<file path="src/rtl/fpu_op_sequencer_if.sv">
`default_nettype none
// ============================================================================
//  Module      : fpu_op_sequencer_if
//  Description : Request/response bundle between two requesters and the
//                fp16 op sequencer. Index [n] belongs to requester n.
//  Revision    : 1.0 - initial release
// ============================================================================
interface fpu_op_sequencer_if;
    logic [1:0]       req_valid;
    logic [1:0]       req_ready;
    logic [1:0][1:0]  req_op;
    logic [1:0][15:0] req_a;
    logic [1:0][15:0] req_b;
    logic [1:0]       resp_valid;
    logic [1:0]       resp_ready;
    logic [15:0]      resp_result;
    logic [2:0]       resp_flags;
    logic             resp_illegal;

    // Requester side
    modport master (
        output req_valid, req_op, req_a, req_b, resp_ready,
        input  req_ready, resp_valid, resp_result, resp_flags, resp_illegal
    );

    // Sequencer side
    modport slave (
        input  req_valid, req_op, req_a, req_b, resp_ready,
        output req_ready, resp_valid, resp_result, resp_flags, resp_illegal
    );
endinterface
`default_nettype wire

</file>
<file path="src/rtl/fpu_op_sequencer.sv">
`default_nettype none
// ============================================================================
//  Module      : fpu_op_sequencer
//  Description : Round-robin front end for the shared fp16 add/sub/mul
//                datapath. Holds operands for DP_LAT cycles, captures the
//                result and {OF,UF,NX}, returns them to the owning requester
//                and accumulates architectural sticky flags.
//  Revision    : 1.0 - initial release
// ============================================================================
module fpu_op_sequencer #(
    parameter int DP_LAT = 2            // 1..15
) (
    input  wire               clk,
    input  wire               rst,
    fpu_op_sequencer_if.slave bus,
    output logic              dp_start_o,
    output logic [1:0]        dp_op_o,
    output logic [15:0]       dp_a_o,
    output logic [15:0]       dp_b_o,
    input  wire  [15:0]       dp_result_i,
    input  wire  [2:0]        dp_flags_i,
    output logic [2:0]        sticky_flags_o,
    input  wire               sticky_clr_i,
    output logic              busy_o
);

    typedef enum logic [1:0] {
        S_IDLE = 2'd0,
        S_EXEC = 2'd1,
        S_RESP = 2'd2
    } state_t;

    localparam logic [15:0] c_ILLEGAL_NAN = 16'h7E00;
    localparam logic [3:0]  c_CNT_LOAD    = 4'(DP_LAT - 1);

    state_t      state_q, state_d;
    logic        prio_q, prio_d;
    logic        owner_q, owner_d;
    logic [1:0]  op_q, op_d;
    logic [15:0] a_q, a_d;
    logic [15:0] b_q, b_d;
    logic [3:0]  count_q, count_d;
    logic        start_q, start_d;
    logic [15:0] result_q, result_d;
    logic [2:0]  flags_q, flags_d;
    logic        illegal_q, illegal_d;
    logic [2:0]  sticky_q, sticky_d;

    logic        w_gnt_idx;
    logic        w_accept;
    logic        w_capture;

    // Arbitration: priority requester wins if valid, else the other one
    always_comb begin
        w_gnt_idx     = bus.req_valid[prio_q] ? prio_q : ~prio_q;
        w_accept      = (state_q == S_IDLE) && (|bus.req_valid);
        bus.req_ready = 2'b00;
        if (w_accept) begin
            bus.req_ready[w_gnt_idx] = 1'b1;
        end
    end

    // Next-state logic; operand latches only move on an accept
    always_comb begin
        state_d   = state_q;
        prio_d    = prio_q;
        owner_d   = owner_q;
        op_d      = op_q;
        a_d       = a_q;
        b_d       = b_q;
        count_d   = count_q;
        start_d   = 1'b0;
        result_d  = result_q;
        flags_d   = flags_q;
        illegal_d = illegal_q;
        case (state_q)
            S_IDLE: begin
                if (w_accept) begin
                    owner_d = w_gnt_idx;
                    prio_d  = ~w_gnt_idx;
                    op_d    = bus.req_op[w_gnt_idx];
                    a_d     = bus.req_a[w_gnt_idx];
                    b_d     = bus.req_b[w_gnt_idx];
                    if (bus.req_op[w_gnt_idx] == 2'b11) begin
                        // Illegal opcode never touches the datapath
                        result_d  = c_ILLEGAL_NAN;
                        flags_d   = 3'b000;
                        illegal_d = 1'b1;
                        state_d   = S_RESP;
                    end else begin
                        start_d   = 1'b1;
                        count_d   = c_CNT_LOAD;
                        illegal_d = 1'b0;
                        state_d   = S_EXEC;
                    end
                end
            end
            S_EXEC: begin
                if (count_q == 4'd0) begin
                    result_d = dp_result_i;
                    flags_d  = dp_flags_i;
                    state_d  = S_RESP;
                end else begin
                    count_d = count_q - 4'd1;
                end
            end
            S_RESP: begin
                if (bus.resp_ready[owner_q]) begin
                    state_d = S_IDLE;
                end
            end
            default: state_d = S_IDLE;
        endcase
    end

    // Sticky flags: a clear coinciding with a capture keeps that op's flags
    always_comb begin
        w_capture = (state_q == S_EXEC) && (count_q == 4'd0);
        sticky_d  = (sticky_clr_i ? 3'b000 : sticky_q) |
                    (w_capture ? dp_flags_i : 3'b000);
    end

    // State and datapath registers; reset drops any in-flight op
    always_ff @(posedge clk or posedge rst) begin
        if (rst) begin
            state_q   <= S_IDLE;
            prio_q    <= 1'b0;
            owner_q   <= 1'b0;
            op_q      <= 2'b00;
            a_q       <= 16'h0000;
            b_q       <= 16'h0000;
            count_q   <= 4'd0;
            start_q   <= 1'b0;
            result_q  <= 16'h0000;
            flags_q   <= 3'b000;
            illegal_q <= 1'b0;
            sticky_q  <= 3'b000;
        end else begin
            state_q   <= state_d;
            prio_q    <= prio_d;
            owner_q   <= owner_d;
            op_q      <= op_d;
            a_q       <= a_d;
            b_q       <= b_d;
            count_q   <= count_d;
            start_q   <= start_d;
            result_q  <= result_d;
            flags_q   <= flags_d;
            illegal_q <= illegal_d;
            sticky_q  <= sticky_d;
        end
    end

    // Output drive
    always_comb begin
        bus.resp_valid       = 2'b00;
        if (state_q == S_RESP) begin
            bus.resp_valid[owner_q] = 1'b1;
        end
        bus.resp_result  = result_q;
        bus.resp_flags   = flags_q;
        bus.resp_illegal = illegal_q;
        dp_start_o       = start_q;
        dp_op_o          = op_q;
        dp_a_o           = a_q;
        dp_b_o           = b_q;
        sticky_flags_o   = sticky_q;
        busy_o           = (state_q != S_IDLE);
    end

endmodule
`default_nettype wire

</file>
<file path="src/flat_wrapper.sv">
// flat-port wrapper written by rule: the top's interface ports become plain ports
module fpu_op_sequencer_flat 
#(
    parameter int DP_LAT = 2                    
)
  (clk, rst, dp_start_o, dp_op_o, dp_a_o, dp_b_o, dp_result_i, dp_flags_i, sticky_flags_o, sticky_clr_i, busy_o, bus_req_valid, bus_req_op, bus_req_a, bus_req_b, bus_resp_ready, bus_req_ready, bus_resp_valid, bus_resp_result, bus_resp_flags, bus_resp_illegal);
  fpu_op_sequencer_if bus_i ();
  input  wire clk;
  input  wire rst;
  output logic dp_start_o;
  output logic [1:0] dp_op_o;
  output logic [15:0] dp_a_o;
  output logic [15:0] dp_b_o;
  input  wire  [15:0] dp_result_i;
  input  wire  [2:0] dp_flags_i;
  output logic [2:0] sticky_flags_o;
  input  wire sticky_clr_i;
  output logic busy_o;
  input wire logic [$bits(bus_i.req_valid)-1:0] bus_req_valid;
  input wire logic [$bits(bus_i.req_op)-1:0] bus_req_op;
  input wire logic [$bits(bus_i.req_a)-1:0] bus_req_a;
  input wire logic [$bits(bus_i.req_b)-1:0] bus_req_b;
  input wire logic [$bits(bus_i.resp_ready)-1:0] bus_resp_ready;
  output wire logic [$bits(bus_i.req_ready)-1:0] bus_req_ready;
  output wire logic [$bits(bus_i.resp_valid)-1:0] bus_resp_valid;
  output wire logic [$bits(bus_i.resp_result)-1:0] bus_resp_result;
  output wire logic [$bits(bus_i.resp_flags)-1:0] bus_resp_flags;
  output wire logic [$bits(bus_i.resp_illegal)-1:0] bus_resp_illegal;
  assign bus_i.req_valid = bus_req_valid;
  assign bus_i.req_op = bus_req_op;
  assign bus_i.req_a = bus_req_a;
  assign bus_i.req_b = bus_req_b;
  assign bus_i.resp_ready = bus_resp_ready;
  assign bus_req_ready = bus_i.req_ready;
  assign bus_resp_valid = bus_i.resp_valid;
  assign bus_resp_result = bus_i.resp_result;
  assign bus_resp_flags = bus_i.resp_flags;
  assign bus_resp_illegal = bus_i.resp_illegal;
  fpu_op_sequencer #(.DP_LAT(DP_LAT)) u_core (.clk(clk), .rst(rst), .bus(bus_i), .dp_start_o(dp_start_o), .dp_op_o(dp_op_o), .dp_a_o(dp_a_o), .dp_b_o(dp_b_o), .dp_result_i(dp_result_i), .dp_flags_i(dp_flags_i), .sticky_flags_o(sticky_flags_o), .sticky_clr_i(sticky_clr_i), .busy_o(busy_o));
endmodule
</file>
<file path="config.mk">
export PLATFORM = sky130hd
export DESIGN_NAME = fpu_op_sequencer_flat
export DESIGN_NICKNAME = d
export VERILOG_FILES = /design/src/rtl/fpu_op_sequencer_if.sv /design/src/rtl/fpu_op_sequencer.sv /design/src/flat_wrapper.sv
export SDC_FILE = /design/constraint.sdc
export NUM_CORES = 1
export LEC_CHECK = 0
export CAP_MARGIN = 20
export CORE_ASPECT_RATIO = 0.75
export CORE_MARGIN = 5
export CORE_UTILIZATION = 42
export CTS_CLUSTER_SIZE = 14
export DETAILED_ROUTE_END_ITERATION = 7
export MAX_ROUTING_LAYER = met4
export PLACE_DENSITY = 0.9
export SETUP_SLACK_MARGIN = 0.2
export SYNTH_ARGS = -nofsm -noshare
export SYNTH_HDL_FRONTEND = slang
export SYNTH_SLANG_ARGS = --single-unit
</file>
<file path="constraint.sdc">
create_clock -name clk -period 6 [get_ports clk]
set_input_delay 0.9 -clock clk [delete_from_list [all_inputs] [get_ports clk]]
set_output_delay 0.9 -clock clk [all_outputs]
set_load 0.01 [all_outputs]
</file>
==> impl_metrics.toml <==
[run_status]
status = "completed"

[logic_synthesis]
synth_most_common_cell = "dfrtp_1"
syn_inst = 270
synth_seq_cells = 66
synthTopCellsByArea = "dfrtp_1, mux2i_1, o21ai_0"
synth.distinct_cells = 34
postSynth.asyncResetShare_pct = 100
synth_area_per_cell_um2 = 10.9
ys_top_cells_by_count = "dfrtp_1, nand2_1, o21ai_0, mux2i_1, a22o_1"
yosysTopAreaCell = "dfrtp_1"
ys_warn_count = 0
synth-main-ff-cell = "dfrtp_1"
synth_area_um2 = 2940
synth_edf_count = 0
synth_nets = 365
synth.top_cell.area_share_pct = 56.1
synth-seq-area-share_pct = 56.1

[timing]
max_freq_ghz = 0.283
finalSetupTns_ps = 0
final_max_slew_viol_count = 0
post-route-min-period_ps = 3540
final.period_utilization_pct = 59.0
finalHoldViolations = 0
tightest_slew_ps = 822
max_slew_margin_pct = 45.2
setup_viol_count_final = 0
fin_skew_ps = 4.35
whs_ps = 480
rsz0062_at_grt = "false"

[global_route]
grt-ovfl-total = 0
grt_pass1_wl_um = 13100
grt_usage_pct = 19.6
antenna_found_initial = 0
grt_pass1_vias = 2714
grt_max_degree = 75

[power_and_ir_drop]
power.density_nw_per_um2 = 467
power_leakage_nw = 2.06
p_total_mw = 2.22
ir_drop_uv = 243

[finish]
drive_above_1_share_pct = 6.29
area_delta_synth_final_pct = 61.6
nFillCells = 499
multi_input_area_um2 = 1180
n_antenna_cell = 0
regArea_um2 = 1650
fin_nets = 520

[placement]
dp_hpwl_um = 6280
gp_congestion = 0.753
port_buffers = 156

[floorplan]
boundaryPins = 157
dieArea_um2 = 8800
placement_rows = 26
die_h_um = 82.5
die_w_um = 107
start_util_pct = 43.3
coreArea_um2 = 6800

[cts]
cts_tree = "yes"
holdBufCountCts = 0
cts_inserted_buffers = 9
clk_path_buf_depth = 2
h-tree-depth = 3
cts_resized = 0
cts_sinks = 66
ctsRootBufferMaster = "clkbuf_8"
clk_pin_slew_ps = 60
post_cts_buffers = 0
insertion_delay_ps = 330

[hold_path]
hold_path_end = "u_core.dp_b_o[10]"
worst_hold_path_type = "register to register"
whs_path_depth = 2
holdCritStartpoint = "u_core.dp_b_o[10]"

[setup_path]
crit_required_ps = 5100
criticalPathCategory = "input pin to primary output"
cp-start-kind = "input pin"
path_max_fanout = 7
cp-end-kind = "primary output"
crit_arrival_ps = 2640
r2r_slack_ps = 3550
r2r_start = "u_core.count_q[0]"
rr_endpoint = "u_core.bus.resp_flags[0]"
reg2reg_depth = 6

[routing]
firstDrtPassIters = 4
wl_um = 8300
via_count = 2600
via_per_inst = 5.07
initialDrtViolationCount = 148
drc = 0
routedWlPerCell_um = 16.2
antenna_left = 0

[run]
drv_cap = 0
worst max-delay path, cell delays in order:
cell and delay [ps]:
clkdlybuf4s50_1 490, nor2_1 70, or2_2 380, nor2_1 200
clkdlybuf4s50_1 590
cells by family (layout without fill, tap and decap cells):
family,Yosys count,after routing,share of synthesized area [%]
AO/OA/AOI/OAI,69,69,15.7
flip-flops,66,66,56.1
adder cells (fa/ha/maj),1,1,0.425
multiplexers,37,37,12.8
AND/OR/NAND/NOR,73,73,11.2
buffers and inverters,24,183,3.78
metrics by stage:
step,cells,area [um^2],setup slack (ps),utilization [%]
2_1_floorplan,270,2940,3310,-
3_3_place_gp,497,4550,2010,66.9
3_5_place_dp,497,4550,1980,66.9
4_1_cts,512,4730,1910,69.6
5_1_grt,513,4750,2320,69.9
6_report,513,4750,2460,69.9
sequential cells by signal, indices dropped and copies added, names as in the netlist:
register / cells
u_core.bus.resp_flags: 3
u_core.bus.resp_illegal: 1
u_core.bus.resp_result: 16
u_core.count_q: 4
u_core.dp_a_o: 16
u_core.dp_b_o: 16
u_core.dp_op_o: 2
u_core.dp_start_o: 1
u_core.owner_q: 1
u_core.prio_q: 1
u_core.state_q: 2
u_core.sticky_flags_o: 3
how the worst max path moves through the flow:
stage	from	to	slack, ps	depth (start not counted)
final	bus_req_valid[0]	bus_req_ready[1]	2460	5
after global routing	bus_req_valid[0]	bus_req_ready[1]	2320	5
after CTS	bus_req_valid[1]	bus_req_ready[1]	1910	5
after detailed placement	bus_req_valid[1]	bus_req_ready[1]	1980	5
after global placement	bus_req_valid[1]	bus_req_ready[1]	2010	5
after floorplan	bus_req_valid[1]	bus_req_ready[1]	3310	5
report_power, final:
part           internal [mW]  switching, mW
registers              0.641          0.113
logic                  0.592          0.522
clock network          0.200          0.152
layout make-up:
| class | count | share of cell area [%] |
|---|---|---|
| Tap cell | 84 | 2.21 |
| Inverter | 9 | 0.711 |
| Clock inverter | 3 | 0.842 |
| Clock buffer | 12 | 3.05 |
| Sequential cell | 66 | 34.7 |
| Timing Repair Buffer | 159 | 33.6 |
| Multi-Input combinational cell | 180 | 24.9 |
cell usage in the layout (no fill, tap or decap), drive strengths merged, types with 2 or more instances in the layout:
cell type and n:
clkinv 2, o21ai 41, a22o 10, clkbuf 12
buf 3, a21o 2, nand2b 3, dfrtp 66
mux2 2, nor2b 3, clkdlybuf4s50 156, nand3 2
o22a 6, nor2 10, a21oi 3, or2 3
nor3 2, inv 9, mux2i 35, o32a 2
nand2 45
per-layer routing:
layer	GRT usage, %	wire length [um]	part of all wire [%]	vias to the layer above
met2	34.0	4140	50	96
met5	-	0	0	-
li1	-	-	-	1252
met3	6.53	710	8.6	3
met4	2.94	26	0.31	0
met1	22.9	3420	41	1249
Power figures use the tool's default switching activity.
